===== src/rtl/weight_fifo_in_ctrl.sv =====
// weight_fifo_in_ctrl: fill-side controller for the weight FIFO bank.
// Steers a lane-serial valid/ready weight stream into FIFO_WIDTH lane FIFOs
// (lane-major within a row, row by row), pulses drain_req once the bank holds
// FIFO_WIDTH*FIFO_DEPTH words, then waits for drain_done before refilling.
// Optional feature: define WEIGHT_FIFO_IN_FLUSH_EN to add the flush input and
// the registered fifo_clr output, which abandon the current fill or drain wait.
module weight_fifo_in_ctrl #(
  parameter int FIFO_WIDTH = 16,
  parameter int FIFO_DEPTH = 16,
  parameter int DATA_WIDTH = 16
) (
  input  logic                  clk,
  input  logic                  rstn,
  input  logic                  load_start,
  input  logic                  in_valid,
  input  logic [DATA_WIDTH-1:0] in_data,
  output logic                  in_ready,
  output logic [FIFO_WIDTH-1:0] fifo_push,
  output logic [DATA_WIDTH-1:0] fifo_wdata,
  output logic                  drain_req,
  input  logic                  drain_done,
  output logic                  busy
`ifdef WEIGHT_FIFO_IN_FLUSH_EN
  ,
  input  logic                  flush,
  output logic                  fifo_clr
`endif
);

  localparam int LANE_W = $clog2(FIFO_WIDTH);
  localparam int ROW_W  = $clog2(FIFO_DEPTH) + 1;
  localparam logic [LANE_W-1:0] LANE_LAST = LANE_W'(FIFO_WIDTH - 1);
  localparam logic [ROW_W-1:0]  ROW_LAST  = ROW_W'(FIFO_DEPTH - 1);

  typedef enum logic [1:0] {
    IDLE = 2'd0,
    FILL = 2'd1,
    FULL = 2'd2
  } state_t;

  state_t                state_q, state_d;
  logic [LANE_W-1:0]     lane_cnt_q, lane_cnt_d;
  logic [ROW_W-1:0]      row_cnt_q, row_cnt_d;
  logic [FIFO_WIDTH-1:0] fifo_push_q, fifo_push_d;
  logic [DATA_WIDTH-1:0] fifo_wdata_q, fifo_wdata_d;
  logic                  drain_req_q, drain_req_d;
`ifdef WEIGHT_FIFO_IN_FLUSH_EN
  logic                  fifo_clr_q, fifo_clr_d;
`endif

  // Next-state, counter and registered-output computation; a push and the
  // drain request are prepared here so they appear the cycle after the handshake.
  always_comb begin
    state_d      = state_q;
    lane_cnt_d   = lane_cnt_q;
    row_cnt_d    = row_cnt_q;
    fifo_push_d  = '0;
    fifo_wdata_d = fifo_wdata_q;
    drain_req_d  = 1'b0;
`ifdef WEIGHT_FIFO_IN_FLUSH_EN
    fifo_clr_d   = 1'b0;
`endif
    case (state_q)
      IDLE: begin
        if (load_start) begin
          state_d    = FILL;
          lane_cnt_d = '0;
          row_cnt_d  = '0;
        end
      end
      FILL: begin
        if (in_valid) begin
          fifo_push_d[lane_cnt_q] = 1'b1;
          fifo_wdata_d            = in_data;
          if (lane_cnt_q == LANE_LAST) begin
            lane_cnt_d = '0;
            if (row_cnt_q == ROW_LAST) begin
              state_d     = FULL;
              row_cnt_d   = '0;
              drain_req_d = 1'b1;
            end else begin
              row_cnt_d = row_cnt_q + 1'b1;
            end
          end else begin
            lane_cnt_d = lane_cnt_q + 1'b1;
          end
        end
      end
      FULL: begin
        if (drain_done) begin
          state_d    = load_start ? FILL : IDLE;
          lane_cnt_d = '0;
          row_cnt_d  = '0;
        end
      end
      default: begin
        state_d    = IDLE;
        lane_cnt_d = '0;
        row_cnt_d  = '0;
      end
    endcase
`ifdef WEIGHT_FIFO_IN_FLUSH_EN
    if (flush) begin
      state_d      = IDLE;
      lane_cnt_d   = '0;
      row_cnt_d    = '0;
      fifo_push_d  = '0;
      fifo_wdata_d = fifo_wdata_q;
      drain_req_d  = 1'b0;
      fifo_clr_d   = 1'b1;
    end
`endif
  end

  // State and output registers with synchronous active-low reset.
  always_ff @(posedge clk) begin
    if (!rstn) begin
      state_q      <= IDLE;
      lane_cnt_q   <= '0;
      row_cnt_q    <= '0;
      fifo_push_q  <= '0;
      fifo_wdata_q <= '0;
      drain_req_q  <= 1'b0;
`ifdef WEIGHT_FIFO_IN_FLUSH_EN
      fifo_clr_q   <= 1'b0;
`endif
    end else begin
      state_q      <= state_d;
      lane_cnt_q   <= lane_cnt_d;
      row_cnt_q    <= row_cnt_d;
      fifo_push_q  <= fifo_push_d;
      fifo_wdata_q <= fifo_wdata_d;
      drain_req_q  <= drain_req_d;
`ifdef WEIGHT_FIFO_IN_FLUSH_EN
      fifo_clr_q   <= fifo_clr_d;
`endif
    end
  end

  assign in_ready   = (state_q == FILL);
  assign busy       = (state_q != IDLE);
  assign fifo_push  = fifo_push_q;
  assign fifo_wdata = fifo_wdata_q;
  assign drain_req  = drain_req_q;
`ifdef WEIGHT_FIFO_IN_FLUSH_EN
  assign fifo_clr   = fifo_clr_q;
`endif

endmodule

===== config.mk =====
export PLATFORM = sky130hd
export DESIGN_NAME = weight_fifo_in_ctrl
export DESIGN_NICKNAME = d
export VERILOG_FILES = /design/src/rtl/weight_fifo_in_ctrl.sv
export SDC_FILE = /design/constraint.sdc
export NUM_CORES = 1
export LEC_CHECK = 0
export ABC_AREA = 0
export CAP_MARGIN = 20
export CELL_PAD_IN_SITES_DETAIL_PLACEMENT = 0
export CELL_PAD_IN_SITES_GLOBAL_PLACEMENT = 2
export CORE_ASPECT_RATIO = 0.8
export CORE_UTILIZATION = 25
export CTS_BUF_LIST = sky130_fd_sc_hd__clkbuf_8 sky130_fd_sc_hd__clkbuf_16
export CTS_CLUSTER_DIAMETER = 80
export DETAILED_ROUTE_END_ITERATION = 10
export GPL_ROUTABILITY_DRIVEN = 0
export PLACE_DENSITY_LB_ADDON = 0.05
export SLEW_MARGIN = 25
export SYNTH_ARGS = -nofsm -noshare
export SYNTH_HDL_FRONTEND = slang
export SYNTH_SLANG_ARGS = --single-unit

===== constraint.sdc =====
create_clock -name clk -period 1.8 [get_ports clk]
set_clock_uncertainty 0.05 [all_clocks]
set_input_delay 0.54 -clock clk [delete_from_list [all_inputs] [get_ports clk]]
set_output_delay 0.54 -clock clk [all_outputs]
set_load 0.01 [all_outputs]

=== Yosys cells after proc, flatten, opt, wreduce, memory -nomap -nowiden ===
Index checks and enable logic that the tools add are counted.

* Register bits: 44
* Input bits: 21

* Add/sub/neg operators: 2
* Magnitude comparators: 2
* Eq/ne operators: 9
* Muxes and demuxes: 21
* Reductions and logical operators: 9

{| class="wikitable"
|+ Operator list
! kind !! count
|-
| 5-bit two-way mux || 5
|-
| 4-bit two-way mux || 4
|-
| 5-bit case mux with 3 select lines || 1
|-
| 4-bit case mux with 3 select lines || 1
|-
| 2-bit two-way mux || 5
|-
| 4-bit AND reduction || 2
|-
| 2-bit inequality test (second input constant) || 3
|-
| 2-bit case mux with 3 select lines || 1
|-
| 3-bit AND reduction || 2
|-
| 5-bit by 1-bit adder with 5-bit output (second input constant) || 1
|-
| 5-bit by 4-bit == test with 1-bit output (second input constant) || 1
|-
| 4-bit by 5-bit < comparator with 1-bit output (second input constant) || 1
|-
| 5-bit AND reduction || 1
|-
| 4-bit by 1-bit adder with 4-bit output (second input constant) || 1
|-
| 1-bit demux with 4-bit select || 1
|-
| 4-bit == test (second input constant) || 1
|-
| 4-bit by 1-bit >= comparator with 1-bit output (second input constant) || 1
|-
| 2-bit by 1-bit inequality test with 1-bit output (second input constant) || 2
|-
| 1-bit two-way mux || 3
|-
| 2-bit by 1-bit == test with 1-bit output (second input constant) || 1
|-
| 2-bit == test (second input constant) || 1
|-
| 2-bit zero test || 1
|-
| 2-bit AND reduction || 1
|-
| 2-bit nonzero test || 1
|-
| 1-bit logical AND || 1
|}

=== Depth between registers and ports, before layout ===
* Word-level depth: 5
* Gate-level depth with buffers: 6
* Gate-level depth less buffers: 5

=== Worst setup path before layout ===
No wires, ideal clock.

* Kind: input-to-reg
* From: in in_valid
* To: reg state_q[1]
* Library setup time: 0.070 ns
* Arrival time: 1.400 ns
* Setup slack: 0.280 ns
* Stages: 5
* Buffers on the path: 1
* Path through: and3b_2 buf_6 nand3_4 or3b_1 a21oi_1

* Word-level cells in the longest chain between the ends: 2

{| class="wikitable"
|+ RTL lines
! element !! RTL line !! source
|-
| start, declared || 15 || <nowiki>input logic in_valid,</nowiki>
|-
| 2-bit inequality test (no source line) || -- ||
|-
| 5-bit AND reduction (no source line) || -- ||
|-
| end signal, assigned || 128 || <nowiki>state_q <= state_d;</nowiki>
|-
| end, declared || 41 || <nowiki>state_t state_q, state_d;</nowiki>
|}

Every way passes these cells.
A chain may end at the register's enable or synchronous reset.

=== Worst setup path after layout ===
* From: reg fifo_wdata_q[13], in the netlist fifo_wdata[13]
* To: out fifo_wdata[13]

{| class="wikitable"
|+ RTL lines
! element !! RTL line !! source
|-
| start, declared || 45 || <nowiki>logic [DATA_WIDTH-1:0] fifo_wdata_q, fifo_wdata_d;</nowiki>
|-
| start signal, assigned || 132 || <nowiki>fifo_wdata_q <= fifo_wdata_d;</nowiki>
|-
| end, declared || 19 || <nowiki>output logic [DATA_WIDTH-1:0] fifo_wdata,</nowiki>
|}

No word-level cell between the ends.

==> results.yml <==
logic_synthesis:
  ys.flop_type: "dfxtp_1"
  synth_area_per_cell_sq_um: 8.93
  yosysSeqAreaShare: 0.531
  yosys.area_share.simple: 0.265
  ys_warn_count: 0
  synth_nets: 212
  syn-cell-area_sq_um: 1660
  syn_inst: 186
  synth_compound_area_frac: 0.112
  synth-seq-cells: 44
  synth_edf_count: 0
  synth-xor-area-share: 0
  synth_top_family_by_area: "simple AND/OR/NAND/NOR gates"
  synth_async_sr_flop_share: 0
  synthMuxAreaShare: 0.0188
  synthAdderAreaFrac: 0.0377
  synth_cell_types: 35
clock_network:
  max-clock-path-buffers: 2
  h-tree-depth: 2
  insertion_delay_ps: 300
  cts_setup_buffers: 0
  clk_pin_slew_worst_paths_ps: 90
  cts-root-buf: "clkbuf_8"
  clock_sink_count: 44
  cts_inserted_buffers: 5
  cts_tree: "done"
die:
  design.core.area_sq_um: 6410
  die_w_um: 93.1
  die_h_um: 74.9
  ios: 56
  die_area_sq_um: 6970
  start_util: 0.259
  rows: 26
worst_hold_path:
  hp-class: "reg2reg"
route:
  drc: 0
  final_antenna_net_count: 0
  drt-total-wl_um: 4090
  viasPerCell: 4.31
  wl_per_cell_um: 12.1
  via_count: 1461
  drt_iter0_markers: 25
  dr.pass1.iters: 4
flow_run:
  drv_cap: 0
critical_path:
  cpPeakStageDelay_ps: 540
  worstPathArrival_ps: 1170
  worst-path-max-fanout: 2
  critPathTopFamily: "buffers and inverters"
  crit_path_end_kind: "output port"
  start_kind: "register"
  slowest_stage: "clkdlybuf4s50_1"
  crit_buf_inv: 1
  worstSetupPathType: "reg2out"
  cp.required_ps: 1210
  crit_chain: "clkdlybuf4s50_1"
layout:
  design_area_sq_um: 2500
  final_common_cell: "nand2_1"
  drive_gt1_frac: 0.133
  num-fill-cells: 661
  syn2layout_area_growth_pct: 50.4
  fin_nets: 280
  antennaDiodeCount: 0
  final_cell_mix: "44 x nand2_1, 42 x dfxtp_1, 41 x clkdlybuf4s50_1, 24 x a21oi_1, 21 x nor2_1"
  fin_util: 0.390
timing:
  min_period_ps: 1760
  setup_violations: 0
  slew_headroom: 0.784
  slew_violations: 0
  finalCritPeriodShare: 0.979
  hold_ws_ps: 392
  fin_tns_setup_ps: 0
  rsz0062_at_grt: "no"
  timing_hold_violations_final: 0
  max_clock_freq_mhz: 567
  worst_pin_slew_ps: 324
status:
  outcome: "finished, final reports clean"
global_routing:
  globalRoute.totalOverflow: 0
  grt_antenna_before_repair: 0
  grtUsageTotal: 0.129
  grt_pass1_wl_um: 6720
  grt_pass1_vias: 1445
  grt_max_degree: 21
placed_design:
  placed_cell_area_sq_um: 2380
  io_buffers: 55
  dp_hpwl_um: 3100
pwr:
  vdd_drop_max_v: 0.000247
  power_density_nw_per_um2: 745
  p_leak_nw: 1.10
path summary, 6_finish.rpt:
check	startpoint	to	slack, ps	cells after the start
worst max-delay path	fifo_wdata[13]$_SDFFE_PN0P_	fifo_wdata[13]	40	1
worst min-delay path	row_cnt_q[4]$_SDFFE_PN0P_	row_cnt_q[4]$_SDFFE_PN0P_	390	2
worst max register to register	row_cnt_q[0]$_SDFFE_PN0P_	state_q[1]$_SDFFE_PN0P_	150	5
worst min register to register	row_cnt_q[4]$_SDFFE_PN0P_	row_cnt_q[4]$_SDFFE_PN0P_	390	2
kinds of logic after synthesis:
family | count (synthesis)
muxes | 3
DFF | 44
and+or+nand+nor | 90
buffers and inverters | 12
AOI/OAI and AO/OA | 32
adders and majority gates | 5
area by class of cell:
class | instances | area [sq um] | area share
Inverter | 4 | 15.0 | 0.00601
Clock buffer | 5 | 68.8 | 0.0276
Sequential cell | 44 | 886 | 0.355
Multi-Input combinational cell | 130 | 719 | 0.288
Clock inverter | 3 | 23.8 | 0.00952
Timing Repair Buffer | 69 | 679 | 0.272
Tap cell | 84 | 105 | 0.0421
metrics by stage:
stage                     setup slack (ps)  total power [mW]  std cells
after floorplan                        280              1.14        186
after global placement                -166              1.26        331
after detailed placement              -225              1.26        331
after CTS                            -20.9              1.89        339
after global routing                  2.03              1.95        339
final                                 37.3              1.86        339
flip-flops by register name, indices dropped and copies added (netlist names):
| register | count |
|---|---|
| fifo_wdata | 16 |
| state_q | 2 |
| fifo_push | 16 |
| lane_cnt_q | 4 |
| drain_req | 1 |
| row_cnt_q | 5 |
cells in the mapped netlist (2+ instances only):
library cell / instances / area share
dfxtp_1: 44 / 0.53
inv_1: 3 / 0.0068
a31oi_1: 2 / 0.0075
a21oi_1: 24 / 0.072
nor3_1: 2 / 0.0060
ha_1: 5 / 0.038
or3_1: 2 / 0.0075
a311oi_1: 2 / 0.011
buf_6: 2 / 0.014
nand2_1: 44 / 0.099
and3_1: 2 / 0.0075
clkbuf_1: 5 / 0.011
mux2i_1: 2 / 0.012
nor2_1: 21 / 0.047
nand4b_1: 2 / 0.011
nand3b_1: 3 / 0.014
nand3_1: 3 / 0.0090
report_power, final:
part           switching (mW)  total, mW  internal [mW]
Sequential             0.0142       1.01          0.994
Clock                   0.353      0.628          0.275
Combinational           0.104      0.223          0.119
what timing repair did:
action                                  4_1_cts  5_1_grt
gates resized for setup                       3       16
endpoints found under the setup margin        2       13
hold buffers                                  0        0
routing by layer:
layer | vias to the layer above | part of all wire | global-route usage
li1 | 753 | - | -
met1 | 662 | 0.47 | 0.155
met5 | - | 0 | 0
met4 | 0 | 0.014 | 0.0547
met2 | 39 | 0.46 | 0.212
met3 | 7 | 0.056 | 0.0444
(Power assumes the default switching activity.)
